==> src/rtl/cpc_io_sequencer_pkg.sv <==
// Shared types and defaults for the CPC IO sequencer and its write buffer.
// Holds the ATMega handshake state encoding and the default sizing constants.
package lambdaspeak_pkg;

  // STB/ACK handshake towards the ATMega.
  typedef enum logic [1:0] {
    IDLE     = 2'd0,
    PRESENT  = 2'd1,
    WAIT_REL = 2'd2
  } hs_state_t;

  localparam int DEFAULT_DEPTH       = 4;
  localparam int DEFAULT_SYNC_STAGES = 2;

endpackage

==> src/rtl/cpc_io_sequencer_if.sv <==
// Bus-side and ATMega-side signal bundle of the CPC IO sequencer.
// ATMega side is a 4-phase handshake: the sequencer holds o_ATMEGA_DATA stable, raises
// o_ATMEGA_STB, the ATMega raises i_ATMEGA_ACK once it has taken the byte, the sequencer
// drops STB, and the ATMega drops ACK before the next byte may be presented.
interface cpc_io_sequencer_if;
  import lambdaspeak_pkg::*;

  logic       i_IORQ_N;
  logic       i_WR_N;
  logic       i_RD_N;
  logic       i_ADR_HIT;
  logic [7:0] i_CPC_DATA;
  logic [7:0] o_CPC_DATA;
  logic       o_CPC_DATA_OE;
  logic [7:0] o_ATMEGA_DATA;
  logic       o_ATMEGA_STB;
  logic       i_ATMEGA_ACK;
  logic [7:0] i_ATMEGA_DATA;
  logic       i_ATMEGA_LOAD;
  logic       o_READ_VALID;
  logic       o_FIFO_FULL;
  logic       o_FIFO_EMPTY;
  logic       o_OVERRUN;
  logic       i_CLR_OVERRUN;

  modport slave (
    input  i_IORQ_N, i_WR_N, i_RD_N, i_ADR_HIT, i_CPC_DATA,
    input  i_ATMEGA_ACK, i_ATMEGA_DATA, i_ATMEGA_LOAD, i_CLR_OVERRUN,
    output o_CPC_DATA, o_CPC_DATA_OE, o_ATMEGA_DATA, o_ATMEGA_STB,
    output o_READ_VALID, o_FIFO_FULL, o_FIFO_EMPTY, o_OVERRUN
  );

  modport master (
    output i_IORQ_N, i_WR_N, i_RD_N, i_ADR_HIT, i_CPC_DATA,
    output i_ATMEGA_ACK, i_ATMEGA_DATA, i_ATMEGA_LOAD, i_CLR_OVERRUN,
    input  o_CPC_DATA, o_CPC_DATA_OE, o_ATMEGA_DATA, o_ATMEGA_STB,
    input  o_READ_VALID, o_FIFO_FULL, o_FIFO_EMPTY, o_OVERRUN
  );

endinterface

==> src/rtl/cpc_io_sequencer_write_fifo.sv <==
// DEPTH-entry 8-bit synchronous FIFO; a pop in the same cycle frees room for a push.
// Pointers carry one extra wrap bit so full and empty are distinguished without a counter.
module cpc_write_fifo #(
  parameter int DEPTH = 4
) (
  input  logic       clk,
  input  logic       rst_n,
  input  logic       push,
  input  logic       pop,
  input  logic [7:0] din,
  output logic       full,
  output logic       empty,
  output logic [7:0] head
);

  localparam int AW = $clog2(DEPTH);

  logic [7:0]  mem [DEPTH];
  logic [AW:0] wr_ptr;
  logic [AW:0] rd_ptr;
  logic        do_pop;
  logic        do_push;

  assign empty   = (wr_ptr == rd_ptr);
  assign full    = (wr_ptr[AW] != rd_ptr[AW]) && (wr_ptr[AW-1:0] == rd_ptr[AW-1:0]);
  assign do_pop  = pop & ~empty;
  assign do_push = push & (~full | do_pop);
  assign head    = mem[rd_ptr[AW-1:0]];

  always_ff @(posedge clk or negedge rst_n) begin
    if (!rst_n) begin
      wr_ptr <= '0;
      rd_ptr <= '0;
    end else begin
      if (do_push) wr_ptr <= wr_ptr + {{AW{1'b0}}, 1'b1};
      if (do_pop)  rd_ptr <= rd_ptr + {{AW{1'b0}}, 1'b1};
    end
  end

  // Storage is not reset; entries are only observed after being written.
  always_ff @(posedge clk) begin
    if (do_push) mem[wr_ptr[AW-1:0]] <= din;
  end

endmodule

==> src/rtl/cpc_io_sequencer.sv <==
// Sequencer between the CPC IO decode and the ATMega port: synchronised strobe detection,
// write buffering with a STB/ACK handshake, and a read-back holding register.
module cpc_io_sequencer
  import lambdaspeak_pkg::*;
#(
  parameter int DEPTH       = DEFAULT_DEPTH,
  parameter int SYNC_STAGES = DEFAULT_SYNC_STAGES
) (
  input  logic                i_CLK,
  input  logic                i_RESET_N,
  cpc_io_sequencer_if.slave   bus,
  output hs_state_t           dbg_state
);

  localparam int NSYNC = 6;
  // Reset values put the active-low bus strobes in their inactive state.
  localparam logic [NSYNC-1:0] SYNC_RST = 6'b000111;

  logic [NSYNC-1:0] async_in;
  logic [NSYNC-1:0] sync_out;

  assign async_in = {bus.i_ATMEGA_LOAD, bus.i_ATMEGA_ACK, bus.i_ADR_HIT,
                     bus.i_RD_N, bus.i_WR_N, bus.i_IORQ_N};

  for (genvar g = 0; g < NSYNC; g++) begin : g_sync
    logic [SYNC_STAGES-1:0] sr;
    always_ff @(posedge i_CLK or negedge i_RESET_N) begin
      if (!i_RESET_N) sr <= {SYNC_STAGES{SYNC_RST[g]}};
      else            sr <= {sr[SYNC_STAGES-2:0], async_in[g]};
    end
    assign sync_out[g] = sr[SYNC_STAGES-1];
  end

  logic iorq_n_s, wr_n_s, rd_n_s, hit_s, ack_s, load_s;
  assign iorq_n_s = sync_out[0];
  assign wr_n_s   = sync_out[1];
  assign rd_n_s   = sync_out[2];
  assign hit_s    = sync_out[3];
  assign ack_s    = sync_out[4];
  assign load_s   = sync_out[5];

  logic wr_act, rd_act;
  logic wr_act_q, rd_act_q, load_q;
  logic push_req, rd_fall, load_edge;

  assign wr_act    = ~iorq_n_s & ~wr_n_s & hit_s;
  assign rd_act    = ~iorq_n_s & ~rd_n_s & hit_s;
  assign push_req  = wr_act & ~wr_act_q;
  assign rd_fall   = rd_act_q & ~rd_act;
  assign load_edge = load_s & ~load_q;

  always_ff @(posedge i_CLK or negedge i_RESET_N) begin
    if (!i_RESET_N) begin
      wr_act_q <= 1'b0;
      rd_act_q <= 1'b0;
      load_q   <= 1'b0;
    end else begin
      wr_act_q <= wr_act;
      rd_act_q <= rd_act;
      load_q   <= load_s;
    end
  end

  logic       fifo_full, fifo_empty, pop;
  logic [7:0] fifo_head;

  cpc_write_fifo #(.DEPTH(DEPTH)) u_fifo (
    .clk   (i_CLK),
    .rst_n (i_RESET_N),
    .push  (push_req),
    .pop   (pop),
    .din   (bus.i_CPC_DATA),
    .full  (fifo_full),
    .empty (fifo_empty),
    .head  (fifo_head)
  );

  hs_state_t  state_q, state_d;
  logic       load_data;
  logic [7:0] data_q;
  logic       stb_q;

  always_comb begin
    state_d   = state_q;
    pop       = 1'b0;
    load_data = 1'b0;
    case (state_q)
      IDLE: begin
        if (!fifo_empty) begin
          load_data = 1'b1;
          state_d   = PRESENT;
        end
      end
      PRESENT: begin
        if (ack_s) begin
          pop     = 1'b1;
          state_d = WAIT_REL;
        end
      end
      WAIT_REL: begin
        if (!ack_s) state_d = IDLE;
      end
      default: state_d = IDLE;
    endcase
  end

  // STB is only raised on the second PRESENT cycle, one cycle after the data register loads.
  always_ff @(posedge i_CLK or negedge i_RESET_N) begin
    if (!i_RESET_N) begin
      state_q <= IDLE;
      data_q  <= 8'h00;
      stb_q   <= 1'b0;
    end else begin
      state_q <= state_d;
      if (load_data) data_q <= fifo_head;
      stb_q <= (state_q == PRESENT) && (state_d == PRESENT);
    end
  end

  logic ov_set;
  logic overrun_q;

  assign ov_set = push_req & fifo_full & ~pop;

  always_ff @(posedge i_CLK or negedge i_RESET_N) begin
    if (!i_RESET_N)              overrun_q <= 1'b0;
    else if (ov_set)             overrun_q <= 1'b1;
    else if (bus.i_CLR_OVERRUN)  overrun_q <= 1'b0;
  end

  logic [7:0] hold_q;
  logic       valid_q;
  logic       pend_q;
  logic       apply_load;

  // A load seen during a read is parked as a flag; the byte is taken when it is applied.
  assign apply_load = ~rd_act & (load_edge | pend_q);

  always_ff @(posedge i_CLK or negedge i_RESET_N) begin
    if (!i_RESET_N) begin
      hold_q  <= 8'h00;
      valid_q <= 1'b0;
      pend_q  <= 1'b0;
    end else begin
      if (load_edge && rd_act) pend_q <= 1'b1;
      if (apply_load) begin
        hold_q  <= bus.i_ATMEGA_DATA;
        valid_q <= 1'b1;
        pend_q  <= 1'b0;
      end else if (rd_fall) begin
        valid_q <= 1'b0;
      end
    end
  end

  // Drive enable stays combinational on the raw strobes to meet Z80 read timing.
  assign bus.o_CPC_DATA_OE = ~bus.i_IORQ_N & ~bus.i_RD_N & bus.i_ADR_HIT;
  assign bus.o_CPC_DATA    = hold_q;
  assign bus.o_ATMEGA_DATA = data_q;
  assign bus.o_ATMEGA_STB  = stb_q;
  assign bus.o_READ_VALID  = valid_q;
  assign bus.o_FIFO_FULL   = fifo_full;
  assign bus.o_FIFO_EMPTY  = fifo_empty;
  assign bus.o_OVERRUN     = overrun_q;
  assign dbg_state         = state_q;

endmodule

==> src/flat_wrapper.sv <==
// flat-port wrapper written by rule: the top's interface ports become plain ports
module cpc_io_sequencer_flat import lambdaspeak_pkg::*;
#(
  parameter int DEPTH       = DEFAULT_DEPTH,
  parameter int SYNC_STAGES = DEFAULT_SYNC_STAGES
)
  (i_CLK, i_RESET_N, dbg_state, bus_i_IORQ_N, bus_i_WR_N, bus_i_RD_N, bus_i_ADR_HIT, bus_i_CPC_DATA, bus_i_ATMEGA_ACK, bus_i_ATMEGA_DATA, bus_i_ATMEGA_LOAD, bus_i_CLR_OVERRUN, bus_o_CPC_DATA, bus_o_CPC_DATA_OE, bus_o_ATMEGA_DATA, bus_o_ATMEGA_STB, bus_o_READ_VALID, bus_o_FIFO_FULL, bus_o_FIFO_EMPTY, bus_o_OVERRUN);
  cpc_io_sequencer_if bus_i ();
  input  logic i_CLK;
  input  logic i_RESET_N;
  output hs_state_t dbg_state;
  input wire logic [$bits(bus_i.i_IORQ_N)-1:0] bus_i_IORQ_N;
  input wire logic [$bits(bus_i.i_WR_N)-1:0] bus_i_WR_N;
  input wire logic [$bits(bus_i.i_RD_N)-1:0] bus_i_RD_N;
  input wire logic [$bits(bus_i.i_ADR_HIT)-1:0] bus_i_ADR_HIT;
  input wire logic [$bits(bus_i.i_CPC_DATA)-1:0] bus_i_CPC_DATA;
  input wire logic [$bits(bus_i.i_ATMEGA_ACK)-1:0] bus_i_ATMEGA_ACK;
  input wire logic [$bits(bus_i.i_ATMEGA_DATA)-1:0] bus_i_ATMEGA_DATA;
  input wire logic [$bits(bus_i.i_ATMEGA_LOAD)-1:0] bus_i_ATMEGA_LOAD;
  input wire logic [$bits(bus_i.i_CLR_OVERRUN)-1:0] bus_i_CLR_OVERRUN;
  output wire logic [$bits(bus_i.o_CPC_DATA)-1:0] bus_o_CPC_DATA;
  output wire logic [$bits(bus_i.o_CPC_DATA_OE)-1:0] bus_o_CPC_DATA_OE;
  output wire logic [$bits(bus_i.o_ATMEGA_DATA)-1:0] bus_o_ATMEGA_DATA;
  output wire logic [$bits(bus_i.o_ATMEGA_STB)-1:0] bus_o_ATMEGA_STB;
  output wire logic [$bits(bus_i.o_READ_VALID)-1:0] bus_o_READ_VALID;
  output wire logic [$bits(bus_i.o_FIFO_FULL)-1:0] bus_o_FIFO_FULL;
  output wire logic [$bits(bus_i.o_FIFO_EMPTY)-1:0] bus_o_FIFO_EMPTY;
  output wire logic [$bits(bus_i.o_OVERRUN)-1:0] bus_o_OVERRUN;
  assign bus_i.i_IORQ_N = bus_i_IORQ_N;
  assign bus_i.i_WR_N = bus_i_WR_N;
  assign bus_i.i_RD_N = bus_i_RD_N;
  assign bus_i.i_ADR_HIT = bus_i_ADR_HIT;
  assign bus_i.i_CPC_DATA = bus_i_CPC_DATA;
  assign bus_i.i_ATMEGA_ACK = bus_i_ATMEGA_ACK;
  assign bus_i.i_ATMEGA_DATA = bus_i_ATMEGA_DATA;
  assign bus_i.i_ATMEGA_LOAD = bus_i_ATMEGA_LOAD;
  assign bus_i.i_CLR_OVERRUN = bus_i_CLR_OVERRUN;
  assign bus_o_CPC_DATA = bus_i.o_CPC_DATA;
  assign bus_o_CPC_DATA_OE = bus_i.o_CPC_DATA_OE;
  assign bus_o_ATMEGA_DATA = bus_i.o_ATMEGA_DATA;
  assign bus_o_ATMEGA_STB = bus_i.o_ATMEGA_STB;
  assign bus_o_READ_VALID = bus_i.o_READ_VALID;
  assign bus_o_FIFO_FULL = bus_i.o_FIFO_FULL;
  assign bus_o_FIFO_EMPTY = bus_i.o_FIFO_EMPTY;
  assign bus_o_OVERRUN = bus_i.o_OVERRUN;
  cpc_io_sequencer #(.DEPTH(DEPTH), .SYNC_STAGES(SYNC_STAGES)) u_core (.i_CLK(i_CLK), .i_RESET_N(i_RESET_N), .bus(bus_i), .dbg_state(dbg_state));
endmodule
==> config.mk <==
export PLATFORM = sky130hd
export DESIGN_NAME = cpc_io_sequencer_flat
export DESIGN_NICKNAME = d
export VERILOG_FILES = /design/src/rtl/cpc_io_sequencer_pkg.sv /design/src/rtl/cpc_io_sequencer_if.sv /design/src/rtl/cpc_io_sequencer_write_fifo.sv /design/src/rtl/cpc_io_sequencer.sv /design/src/flat_wrapper.sv
export SDC_FILE = /design/constraint.sdc
export NUM_CORES = 1
export LEC_CHECK = 0
export CAP_MARGIN = 10
export CORE_UTILIZATION = 45
export DETAILED_ROUTE_END_ITERATION = 6
export PLACE_DENSITY = 0.71
export SYNTH_ARGS = -nofsm -noshare
export SYNTH_HDL_FRONTEND = slang
export SYNTH_HIERARCHICAL = 1
export SYNTH_SLANG_ARGS = --single-unit
==> constraint.sdc <==
create_clock -name i_CLK -period 2.1 [get_ports i_CLK]
set_input_delay 0.525 -clock i_CLK [delete_from_list [all_inputs] [get_ports i_CLK]]
set_output_delay 0.525 -clock i_CLK [all_outputs]
set_load 0.005 [all_outputs]
After elaboration in Yosys (flattened, before gate mapping)
Memory sizes are Yosys's and may differ from the RTL's. A register that Yosys moved wholly into a read port is not among the register bits.
Cells that the tools add are included.
{"block": "classes", "n_lt_le_gt_ge": 0, "bitwise_logic": 27, "addsub": 2, "n_mux": 16, "div_mod_pow": 0, "mul": 0, "reduce_logical": 8, "n_eq_ne": 6, "shift": 0}
{"operator": "AND 1 bit", "n": 14}
{"operator": "two-way mux 1 bit", "n": 12}
{"operator": "inverter 1 bit", "n": 11}
{"operator": "adder 3 x 1 -> 3 bit, second input constant", "n": 2}
{"operator": "two-way mux 2 bit", "n": 3}
{"operator": "one-hot mux 2 bit (3 select lines)", "n": 1}
{"operator": "nonzero test 2 bit", "n": 3}
{"operator": "== test 2 x 1 -> 1 bit, second input constant", "n": 2}
{"operator": "== test 3 bit", "n": 1}
{"operator": "logical AND 1 bit", "n": 3}
{"operator": "== test 2 bit", "n": 1}
{"operator": "== test 2 bit, second input constant", "n": 1}
{"operator": "logical NOT 2 bit", "n": 1}
{"operator": "bitwise OR 1 bit", "n": 2}
{"operator": "logical NOT 1 bit", "n": 1}
{"operator": "inequality test 1 bit", "n": 1}
{"block": "totals", "elab_cells": 77, "input_bits": 25, "out_inout_bits": 24, "memories": 1, "latchBits": 0, "ram_bits": 32, "romBits": 0, "register_bits": 35}
{"memory": "u_core.u_fifo.mem", "depth": 4, "word_bits": 8, "rd": 1, "rd_clocked_by_memory_dff": 1, "write_ports": 1, "line_no": "cpc_io_sequencer_write_fifo.sv:18", "text": "logic [7:0] mem [DEPTH];"}

Longest topological paths before layout
{"block": "depth", "depth_word": 7, "ltp_mapped": 6, "mapped_depth_nobuf": 5}

By module
The synthesis kept the hierarchy.
{"module": "cpc_write_fifo", "cells_per_inst": 85, "seq_area_each_um2": 1111.1, "area_each_um2": 1602.8, "instances": 1}
{"module": "cpc_io_sequencer", "cells_per_inst": 72, "seq_area_each_um2": 933.4, "area_each_um2": 1271.2, "instances": 1}

Worst setup path before layout
OpenSTA, ideal clock, no wires.
{"block": "synth_timing", "path_type": "reg2reg", "startpoint": "register u_core.state_q[1] (netlist: u_core/dbg_state[1])", "endpoint": "memory u_core.u_fifo.mem[0][0], enable pin", "path_stages_with_launch": 5, "required_ns": 1.822, "path_slack_ns": 0.187, "path_buffers": 1, "period_less_slack_ns": 1.913, "arrival_time_ns": 1.636, "setup_ns": 0.278, "path_cell_list": "dfrtp_1 > and3b_1 > buf_1 > or4_1 > and3_1"}
{"block": "synth_between", "elab_chain_cells": 7}
{"item": "start: declaration", "line_no": "cpc_io_sequencer.sv:78", "text": "hs_state_t state_q, state_d;"}
{"item": "start signal: assignment", "line_no": "cpc_io_sequencer.sv:114", "text": "state_q <= state_d;"}
{"item": "== test 2 x 1 -> 1 bit", "line_no": "cpc_io_sequencer.sv:87", "text": "case (state_q)"}
{"item": "two-way mux 1 bit", "line_no": "cpc_io_sequencer.sv:87"}
{"item": "named net u_core.pop", "line_no": "cpc_io_sequencer.sv:64", "text": "logic fifo_full, fifo_empty, pop;"}
{"item": "AND 1 bit", "line_no": "cpc_io_sequencer_write_fifo.sv:26", "text": "assign do_pop = pop & ~empty;"}
{"item": "bitwise OR 1 bit", "line_no": "cpc_io_sequencer_write_fifo.sv:27", "text": "assign do_push = push & (~full | do_pop);"}
{"item": "AND 1 bit", "line_no": "cpc_io_sequencer_write_fifo.sv:27"}
{"item": "two-way mux 1 bit", "line_no": "cpc_io_sequencer_write_fifo.sv:42", "text": "if (do_push) mem[wr_ptr[AW-1:0]] <= din;"}
{"item": "two-way mux 1 bit (implied by the code)", "line_no": "cpc_io_sequencer_write_fifo.sv:42"}
{"item": "end: declaration", "line_no": "cpc_io_sequencer_write_fifo.sv:18"}
The timed path passes the listed nets, and every way through them passes these cells.

Final worst setup path
{"block": "layout_timing", "startpoint": "register u_core.u_fifo.rd_ptr[1]", "endpoint": "output bus_o_FIFO_FULL"}
{"block": "layout_between", "elab_chain_cells": 2}
{"item": "start: declaration", "line_no": "cpc_io_sequencer_write_fifo.sv:20", "text": "logic [AW:0] rd_ptr;"}
{"item": "start signal: assignment", "line_no": "cpc_io_sequencer_write_fifo.sv:36", "text": "if (do_pop) rd_ptr <= rd_ptr + {{AW{1'b0}}, 1'b1};"}
{"item": "== test 2 bit", "line_no": "cpc_io_sequencer_write_fifo.sv:25", "text": "assign full = (wr_ptr[AW] != rd_ptr[AW]) && (wr_ptr[AW-1:0] == rd_ptr[AW-1:0]);"}
{"item": "logical AND 1 bit", "line_no": "cpc_io_sequencer_write_fifo.sv:25"}
{"item": "end: declaration", "line_no": "flat_wrapper.sv:26", "text": "output wire logic [$bits(bus_i.o_FIFO_FULL)-1:0] bus_o_FIFO_FULL;"}
Every way passes these cells.

==> out/metrics.yaml <==
crit_type: "reg -> out"
mostFrequentLayoutCell: "clkdlybuf4s50_1"
ys.flop_type: "dfrtp_1"
ys_ff_latch: 75
clk_latency_ns: 0.34
path_clk_slew_ns: 0.08
core.rowCount: 28
syn-num-nets: 187
cts-buffers-inserted: 9
avgViaCountPerCell: 5.17
ioPinCount: 49
antennaDiodeCount: 0
seqCellArea_um2: 2050
setup_slack_ns: 0.0811
cts_tree: "done"
async_reset_ff_share_pct: 57.3
wl_met1_um: 2140
vias: 1582
syn_area_per_cell_um2: 18.3
yosysTopAreaCellShare_pct: 33.4
final_nets: 256
post-place-ws_ns: -0.115
syn2layout_area_growth_pct: 32.3
skew_ns: 0.00817
whs_path_depth: 0
leakagePower_uw: 0.00150
start_util_pct: 47.7
finalSetupViolations: 0
critPathRequiredTime_ns: 1.57
worst_pin_slew_ns: 0.471
gp_congestion: 0.763
slew_violations: 0
antenna_found_initial: 0
hold_violations: 0
startpoint: "u_core/u_fifo/rd_ptr[1]"
min_period_ns: 2.02
synth_warnings: 6
drc_errors: 0
startpoint_type: "flip-flop"
path_delay_family: "flip-flops"
syn-instance-count: 157
synth_area_um2: 2870
power.density_nw_per_um2: 1290
synthTopCellsByArea: "edfxtp_1 33%, dfrtp_1 32%, mux2_2 7.1%"
postCtsSetupBuffers: 0
cp-end-kind: "primary output"
worst_path_max_delay_cell: "dfrtp_1"
status: "completed"
slowest_delay_ns: 0.45
ys_types: 34
cts_root_buf: "clkbuf_8"
hp-start: "u_core/g_sync[1].sr[0]"
period_share_pct: 96.1
fill_cells: 432
hold_end: "u_core/g_sync[1].sr[1]"
clock.fmax_ghz: 0.495
place_area_um2: 3530
core_um2: 6030
cts_buffer_depth: 2
drt-wirelength-per-cell_um: 16.8
drive_above_1_share_pct: 30.7
cts_sinks: 75
rsz0062_at_grt: "no"
r2r_end: "u_core/u_fifo/mem[2][7]"
track_usage_pct: 17.3
grt_max_degree: 40
place_hpwl_um: 3620
tns_ns: 0
die_x_um: 81.9
slew_headroom_pct: 68.6
crit_fanout: 5
layout_common_cells: "44 x clkdlybuf4s50_1, 36 x dfrtp_1, 32 x edfxtp_1"
design_area_um2: 3800
drt_iter0_markers: 93
cp_cell_sequence: "xor2_4 -> nor3_2 -> dlygate4sd2_1"
hold_class: "reg -> reg"
wl_met2_um: 2730
grt_pass1_vias: 1632
ir_drop_uv: 720
multi_input_area_um2: 811
cp.arrival_ns: 1.49
cts_max_level: 3
reg2reg_setup_slack_ns: 0.09
cap_viol_max_count: 0
antenna_left: 0
ys_seq_area_share_pct: 71.1
worst-path-buf-inv: 1
highest_layer: "met4"
synth_area_leader_cell: "edfxtp_1"
die_y_um: 81.9
synth_edf_count: 32
port_buffers: 48
die_area_um2: 6710
reg2reg_depth: 4
grt_pass1_wl_um: 8000
finalPower_uw: 4920
rr_startpoint: "u_core/u_fifo/rd_ptr[0]"
overflow: 0
drtPass1Iterations: 4
wl_um: 5130
wl_met3_um: 178
## metrics by stage
stage          cells  utilization, %  hold WS [ns]
2_1_floorplan    157               -         0.229
5_1_grt          306            63.1         0.363
3_3_place_gp     289            58.6         0.333
4_1_cts          306            62.9         0.360
3_5_place_dp     289            58.6         0.342
6_report         306            63.1         0.358
## Yosys cell counts, drive strengths merged, types with 2 or more instances
master	n
dfrtp	37
edfxtp	32
mux2	18
mux4	8
dfstp	6
inv	6
ha	5
buf	4
nor3b	4
xor2	4
and3	3
nor2b	3
nor3	3
o311ai	3
xnor2	3
and2	2
nand2	2
o21ai	2
o41ai	2
or4	2
## cell families (layout without fill, tap and decap cells)
kind of cell,count (synthesis),after routing,share of synthesized area [%]
compound gates,13,13,4.18
xor+xnor,7,7,2.13
fa+ha+maj,5,5,2.18
buf+inv,10,84,1.65
flops,75,75,71.1
mux,26,26,13.3
simple gates,21,21,5.40
## cell type report
class	count	share of cell area, %
clock buffers	12	4.94
well taps	75	2.47
flip-flops and latches	75	53.8
multi-input cells	72	21.3
repair buffers	62	15.6
clock inverters	4	1.32
inverters	6	0.592
## worst max-delay path by stage
| stage | endpoint | slack (ns) | cells past startpoint |
|---|---|---|---|
| floorplan | u_core/u_fifo/mem[0][0] | 0.19 | 4 |
| global placement | bus_o_CPC_DATA_OE | -0.12 | 3 |
| detailed placement | bus_o_CPC_DATA_OE | -0.11 | 3 |
| CTS | bus_o_FIFO_FULL | 0.06 | 3 |
| global route | bus_o_FIFO_EMPTY | 0.005 | 3 |
| finish | bus_o_FIFO_FULL | 0.08 | 3 |
## worst register-to-register path, delay by kind of cell (launching register included)
kind          cells  cell delay, ns
buf+inv           1            0.18
simple gates      2            0.92
xor+xnor          1            0.21
flops             1            0.39
## metal layers
metal	track usage, %	vias up
met4	6.84	0
met2	28.2	30
met1	21.1	822
met3	6.00	7
li1	-	723
met5	0	-
## where the power goes
group          leakage, µW  internal [µW]  switching (µW)  total [µW]
combinational     0.000580            978             738        1720
clock             0.000124            728             519        1250
sequential        0.000796           1790             168        1960
total              0.00150           3490            1430        4920
## flip-flops by register name, summed over array words and instances (netlist names), 2 cells and up
register                  flops
u_core/bus.o_CPC_DATA         8
u_core/dbg_state              2
u_core/u_fifo/mem            32
u_core/u_fifo/wr_ptr          3
u_core/u_fifo/rd_ptr          3
u_core/bus.o_ATMEGA_DATA      8
u_core/g_sync.sr             12
## timing repair
action	CTS	global route
endpoints found under the setup margin	3	1
resized for setup	7	1
hold buffers	1	0
pin swaps	1	1
endpoints found under the hold margin	4	0
Power figures use the tool's default switching activity.
